[config.mk]
export PLATFORM = sky130hd
export DESIGN_NAME = ex_div_stage
export DESIGN_NICKNAME = d
export VERILOG_FILES = /design/src/rtl/ex_div_stage.sv
export SDC_FILE = /design/constraint.sdc
export NUM_CORES = 2
export LEC_CHECK = 0
export BUFFER_PORTS_ARGS = -buffer_cell sky130_fd_sc_hd__buf_4
export CAP_MARGIN = 0
export CORE_ASPECT_RATIO = 0.8
export CORE_MARGIN = 10
export CORE_UTILIZATION = 30
export CTS_CLUSTER_SIZE = 16
export DETAILED_ROUTE_END_ITERATION = 10
export MAX_ROUTING_LAYER = met4
export PLACE_DENSITY = 0.6
export SLEW_MARGIN = 0
export SYNTH_ARGS = -nofsm -noshare
export SYNTH_HDL_FRONTEND = slang
export SYNTH_SLANG_ARGS = --single-unit
[constraint.sdc]
create_clock -name clk -period 9.55 [get_ports clk]
set_input_delay 0.4775 -clock clk [delete_from_list [all_inputs] [get_ports clk]]
set_output_delay 0.4775 -clock clk [all_outputs]
set_load 0.02 [all_outputs]
[src/rtl/ex_div_stage.sv]
// rtl/ex_div_stage.sv - EX stage: ALU, data-SRAM request, iterative 32-cycle divider
module ex_div_stage #(
  parameter int EX_TO_MEM_WD = 147,
  parameter int STALL_WD     = 6
) (
  input  logic                    clk,
  input  logic                    rst,
  input  logic [STALL_WD-1:0]     stall,
  input  logic [31:0]             id_pc,
  input  logic [2:0]              id_alu_op,
  input  logic [31:0]             id_src1,
  input  logic [31:0]             id_src2,
  input  logic [1:0]              id_div_op,
  input  logic [4:0]              id_mem_op,
  input  logic [1:0]              id_store,
  input  logic [31:0]             id_imm,
  input  logic                    id_rf_we,
  input  logic [4:0]              id_rf_waddr,
  output logic                    data_sram_en,
  output logic [3:0]              data_sram_wen,
  output logic [31:0]             data_sram_addr,
  output logic [31:0]             data_sram_wdata,
  output logic                    stallreq_for_ex,
  output logic [EX_TO_MEM_WD-1:0] ex_to_mem_bus
);

  typedef enum logic [1:0] {S_IDLE, S_BUSY, S_DONE} div_state_t;

  // Stage register contents
  logic [31:0] pc, src1, src2, imm;
  logic [2:0]  alu_op;
  logic [1:0]  div_op, store;
  logic [4:0]  mem_op, rf_waddr;
  logic        rf_we;

  // Only the EX and MEM stall bits matter here
  logic unused_stall_bits;
  assign unused_stall_bits = ^{stall[STALL_WD-1:4], stall[1:0]};

  // Stage register: bubble when EX stops but MEM runs, capture when EX runs, else hold
  always_ff @(posedge clk or posedge rst) begin
    if (rst) begin
      pc <= '0; alu_op <= '0; src1 <= '0; src2 <= '0; div_op <= '0;
      mem_op <= '0; store <= '0; imm <= '0; rf_we <= 1'b0; rf_waddr <= '0;
    end else if (stall[2] && !stall[3]) begin
      pc <= '0; alu_op <= '0; src1 <= '0; src2 <= '0; div_op <= '0;
      mem_op <= '0; store <= '0; imm <= '0; rf_we <= 1'b0; rf_waddr <= '0;
    end else if (!stall[2]) begin
      pc <= id_pc; alu_op <= id_alu_op; src1 <= id_src1; src2 <= id_src2;
      div_op <= id_div_op; mem_op <= id_mem_op; store <= id_store;
      imm <= id_imm; rf_we <= id_rf_we; rf_waddr <= id_rf_waddr;
    end
  end

  // ALU
  logic [31:0] ex_result;
  always_comb begin
    ex_result = '0;
    case (alu_op)
      3'd0: ex_result = src1 + src2;
      3'd1: ex_result = src1 - src2;
      3'd2: ex_result = src1 & src2;
      3'd3: ex_result = src1 | src2;
      3'd4: ex_result = src1 ^ src2;
      3'd5: ex_result = {31'd0, $signed(src1) < $signed(src2)};
      3'd6: ex_result = {31'd0, src1 < src2};
      3'd7: ex_result = src2 << src1[4:0];
      default: ex_result = '0;
    endcase
  end

  // Data-SRAM request; misaligned halfword/word stores are silently dropped
  logic [31:0] addr;
  logic        misaligned;
  assign addr = src1 + imm;
  always_comb begin
    data_sram_wen   = 4'b0000;
    data_sram_wdata = '0;
    misaligned      = 1'b0;
    case (store)
      2'b01: begin
        data_sram_wen   = 4'b0001 << addr[1:0];
        data_sram_wdata = {4{src2[7:0]}};
      end
      2'b10: begin
        data_sram_wen   = addr[1] ? 4'b1100 : 4'b0011;
        data_sram_wdata = {2{src2[15:0]}};
        misaligned      = addr[0];
      end
      2'b11: begin
        data_sram_wen   = 4'b1111;
        data_sram_wdata = src2;
        misaligned      = (addr[1:0] != 2'b00);
      end
      default: ;
    endcase
    if (misaligned) data_sram_wen = 4'b0000;
    data_sram_en = ((mem_op != 5'd0) || (store != 2'b00)) && !misaligned;
  end
  assign data_sram_addr = addr;

  // Divider operand decode
  logic        div_start, div_signed, div_by_zero;
  logic [31:0] mag1, mag2;
  assign div_signed  = (div_op == 2'b01);
  assign div_start   = (div_op == 2'b01) || (div_op == 2'b10);
  assign div_by_zero = (src2 == 32'd0);
  assign mag1 = (div_signed && src1[31]) ? -src1 : src1;
  assign mag2 = (div_signed && src2[31]) ? -src2 : src2;

  div_state_t  state, state_nx;
  logic [4:0]  cnt;
  logic [31:0] rem_r, quo_r, dsr_r, hi_r, lo_r;
  logic        qneg, rneg;

  // One restoring step: shift in the next dividend bit, subtract if it fits
  logic [32:0] shifted, diff;
  logic [31:0] step_rem, step_quo;
  always_comb begin
    shifted = {rem_r, quo_r[31]};
    diff    = shifted - {1'b0, dsr_r};
    if (!diff[32]) begin
      step_rem = diff[31:0];
      step_quo = {quo_r[30:0], 1'b1};
    end else begin
      step_rem = shifted[31:0];
      step_quo = {quo_r[30:0], 1'b0};
    end
  end

  // Divider state register
  always_ff @(posedge clk or posedge rst) begin
    if (rst) state <= S_IDLE;
    else     state <= state_nx;
  end

  // Divider next-state and stall request
  always_comb begin
    state_nx        = state;
    stallreq_for_ex = 1'b0;
    case (state)
      S_IDLE: begin
        if (div_start) begin
          stallreq_for_ex = 1'b1;
          state_nx        = div_by_zero ? S_DONE : S_BUSY;
        end
      end
      S_BUSY: begin
        stallreq_for_ex = 1'b1;
        if (cnt == 5'd31) state_nx = S_DONE;
      end
      S_DONE: begin
        if (!stall[2]) state_nx = S_IDLE;
      end
      default: state_nx = S_IDLE;
    endcase
  end

  // Divider datapath; final result is sign-corrected as it is written to hi/lo
  always_ff @(posedge clk or posedge rst) begin
    if (rst) begin
      cnt <= '0; rem_r <= '0; quo_r <= '0; dsr_r <= '0;
      hi_r <= '0; lo_r <= '0; qneg <= 1'b0; rneg <= 1'b0;
    end else begin
      case (state)
        S_IDLE: begin
          if (div_start) begin
            if (div_by_zero) begin
              lo_r <= 32'hFFFF_FFFF;
              hi_r <= src1;
            end else begin
              quo_r <= mag1;
              rem_r <= '0;
              dsr_r <= mag2;
              qneg  <= div_signed && (src1[31] ^ src2[31]);
              rneg  <= div_signed && src1[31];
              cnt   <= '0;
            end
          end
        end
        S_BUSY: begin
          rem_r <= step_rem;
          quo_r <= step_quo;
          cnt   <= cnt + 5'd1;
          if (cnt == 5'd31) begin
            lo_r <= qneg ? -step_quo : step_quo;
            hi_r <= rneg ? -step_rem : step_rem;
          end
        end
        default: ;
      endcase
    end
  end

  logic        div_done;
  logic [31:0] hi_out, lo_out;
  assign div_done = (state == S_DONE);
  assign hi_out   = div_done ? hi_r : 32'd0;
  assign lo_out   = div_done ? lo_r : 32'd0;

  assign ex_to_mem_bus = {div_done, div_done, hi_out, lo_out, mem_op, pc,
                          data_sram_en, data_sram_wen, (mem_op != 5'd0),
                          rf_we, rf_waddr, ex_result};

endmodule

==> impl_metrics.csv <==
group,metric,value,unit
job,drv_cap,0,
place,gp_congestion,1.01,
floorplanning,coreArea,87400,um2
logic_synthesis,synthCells,3529,
layout,nFillCells,9213,
pwr,power-per-cell-area,295,nW/um2
sta,worst_slew_pin_slew,1170,ps
logic_synthesis,yosys.area.top_type_share,29.8,%
clock_tree,clkTransAtPathRegs,60,ps
logic_synthesis,syn_area_per_cell,7.48,um2
route,drc,0,
layout,drive_gt1_share,14.4,%
critical_path,cp_max_fo,19,
pwr,ir_worst_vdd,0.241,mV
pwr,finalPower,0.00932,W
pwr,intPower,0.00462,W
place,io_buffers,366,
layout,nets,4087,
logic_synthesis,synth-compound-area-share,25.0,%
sta,rsz0062_at_grt,"false",
grt,first_global_vias,25100,
route,drt_first_pass_iters,9,
sta,drv_slew,0,
critical_path,reg2regPathDepth,24,
grt,grt_max_degree,141,
clock_tree,cts_buffer_depth,3,
grt,track_usage,22.8,%
worst_hold_path,min_path_type,"input pin to async pin",
route,vias_per_cell,5.53,
sta,tns,0,ps
critical_path,crit_arrival,6730,ps
layout,syn_to_final_growth,19.4,%
logic_synthesis,ys_ff_latch,315,
pwr,p_leak,14.4,nW
place,place_inst,4862,
sta,fin_crit_sh,75.4,%
route,finalWirelength,117000,um
floorplanning,die_x,352,um
logic_synthesis,ys_top_cells_by_area,"dfrtp_1 (30%), o21ai_0 (8.7%), ha_1 (7.9%)",
critical_path,cp-end-kind,"output port",
pwr,seq_power_share,22.3,%
sta,clock_skew,32.0,ps
route,vias,27300,
pwr,share_comb_of_total_power,61.0,%
place,hpwlAfterDp,90400,um
route,drtAntennaViolNets,0,
logic_synthesis,synth-xor-area-share,6.23,%
logic_synthesis,synth_warnings,0,
critical_path,critPathKind,"flip-flop to output port",
floorplanning,fp.dieArea,100000,um2
floorplanning,ioPinCount,371,
logic_synthesis,synth-edff-count,0,
sta,relSlewSlack,22.1,%
grt,grt_pass1_wl,170000,um
pwr,p_clk_share,16.7,%
route,drtIter0Drc,3513,
logic_synthesis,async_flop_share,100,%
clock_tree,numCtsBuffers,37,
sta,fin_crit,7200,ps
logic_synthesis,syn_area,26400,um2
sta,fmax,139,MHz
sta,hold_violations,0,
clock_tree,clock_latency,590,ps
route,wire_per_inst,23.7,um
clock_tree,post-cts-setup-buffers,0,
layout,instances_no_fill,4932,
sta,report.final.setup_viol,0,
run_status,outcome,"complete, no violations",
pwr,netSwitchingFraction,50.4,%
floorplanning,num_rows,97,
logic_synthesis,synth_nets,3853,
floorplanning,initial_core_util,30.2,%
logic_synthesis,ys_seq_area_share,29.8,%
clock_tree,root_buffer,"clkbuf_16",
clock_tree,cts.repair.resized,0,
logic_synthesis,synth_ff_type,"dfrtp_1",
logic_synthesis,synth_cell_types,87,
clock_tree,cts_tree,"yes",
critical_path,cp.required,9070,ps
grt,antenna_found_initial,3,
logic_synthesis,synthAdderAreaFrac,8.17,%
clock_tree,clock-sinks,315,
logic_synthesis,synthSimpleGateAreaFrac,19.3,%
clock_tree,h-tree-depth,2,
grt,overflow,0,
logic_synthesis,synth_top_family_by_area,"compound AO/OA/AOI/OAI gates",
critical_path,cp-start-kind,"flip-flop",
logic_synthesis,muxShareOfSynthArea,3.47,%
clock_tree,cts_hold_buf,0,
pwr,p_switching,0.00470,W
floorplanning,die_y,285,um
logic_synthesis,synth.largest_area_cell,"dfrtp_1",
[cell usage in the layout (no fill, tap or decap), types with 80 or more instances in the layout]
cell / synthesis / routed
nand2_1: 453 / 453
inv_1: 316 / 315
dfrtp_1: 315 / 312
nand3_1: 131 / 131
buf_4: 8 / 426
o21ai_0: 460 / 460
nor2_1: 269 / 267
a21oi_1: 265 / 264
xnor2_1: 128 / 128
ha_1: 166 / 166
and2_1: 81 / 80
[sequential cells by signal, summed over array words and instances, names as in the netlist, 32 cells and up]
| name | cells |
|---|---|
| src1 | 32 |
| lo_r | 32 |
| rem_r | 32 |
| src2 | 32 |
| dsr_r | 32 |
| hi_r | 32 |
| pc | 32 |
| quo_r | 32 |
| imm | 32 |
[final timing paths]
kind / slack (ps) / to / startpoint
worst max-delay path: 2350 / ex_to_mem_bus[31] / src1[0]$_DFFE_PP0P_
worst min-delay path: 2 / src1[21]$_DFFE_PP0P_ / rst
worst max register to register: 2470 / hi_r[26]$_DFFE_PP0P_ / quo_r[31]$_DFFE_PP0P_
worst min register to register: 470 / hi_r[28]$_DFFE_PP0P_ / hi_r[28]$_DFFE_PP0P_
max in group asynchronous: 7910 / lo_r[13]$_DFFE_PP0P_ / rst
min in group clk: 130 / div_op[0]$_DFFE_PP0P_ / id_div_op[0]
[cells by family (layout without fill, tap and decap cells)]
logic type / count (synthesis) / in the layout
xor+xnor: 188 / 188
buf+inv: 554 / 814
fa+ha+maj: 170 / 170
simple gates: 1125 / 1125
other cells: 0 / 5
flops: 315 / 315
mux: 75 / 75
compound gates: 1102 / 1102
[per-stage QoR]
stage | util, % | instance area (um2) | setup slack [ps] | hold WS, ps
after floorplan | - | 26400 | 358 | 430
after global placement | 34.6 | 30200 | 2670 | 448
after detailed placement | 34.6 | 30200 | 2660 | 452
after CTS | 36.1 | 31500 | 2640 | 67.4
after global routing | 36.1 | 31500 | 2140 | 71.0
final | 36.1 | 31500 | 2350 | 1.59
[synth_stat cells, types with 16 or more instances]
cell / count
o31ai_1: 32
dfrtp_1: 315
o21bai_1: 21
mux2i_1: 59
nand2b_1: 19
a22o_1: 16
a21o_1: 40
a31oi_1: 30
nor3_1: 53
nor2_1: 269
a21oi_1: 265
and2_1: 81
buf_1: 31
a211oi_1: 23
clkbuf_1: 191
xor2_1: 60
ha_1: 166
xnor2_1: 128
or3_1: 24
inv_1: 316
nand2_1: 453
o21ai_0: 460
o22ai_1: 53
nand3_1: 131
o211ai_1: 20
[metal layers]
metal | part of all wire, % | global-route usage, % | up-vias
li1 | - | - | 12700
met1 | 45 | 32.1 | 13100
met2 | 41 | 31.4 | 1304
met3 | 12 | 6.72 | 149
met4 | 2.7 | 5.96 | 0
met5 | 0 | - | -
[final cells by class]
| type | count | area, um2 | share of cell area, % |
|---|---|---|---|
| Antenna cell | 5 | 12.5 | 0.0397 |
| Clock buffer | 50 | 1040 | 3.31 |
| Clock inverter | 15 | 258 | 0.817 |
| Inverter | 321 | 1210 | 3.84 |
| Multi-Input combinational cell | 2660 | 16500 | 52.2 |
| Sequential cell | 315 | 7890 | 25.0 |
| Tap cell | 1138 | 1420 | 4.52 |
| Timing Repair Buffer | 428 | 3230 | 10.2 |
[critical path: stages, from the launching register on]
cell	delay (ps)
dfrtp_2	430
clkinv_1	530
ha_1	510
o21bai_1	170
a21oi_1	120
o21ai_0	400
a21oi_1	250
a2111o_1	450
o21ai_0	410
a311oi_1	260
o31ai_1	560
a311o_1	380
or4b_2	610
nand3_1	130
xor2_1	70
o21ai_0	600
buf_4	270
[power by group through the flow]
stage	registers [W]	clock network [W]	logic, W
after floorplan	0.00195	0	0.00389
after detailed placement	0.00209	0	0.00552
after global routing	0.00212	0.00163	0.00614
after CTS	0.00207	0.00158	0.00555
final	0.00208	0.00156	0.00568
after global placement	0.00208	0	0.00550
(Power assumes the default switching activity.)
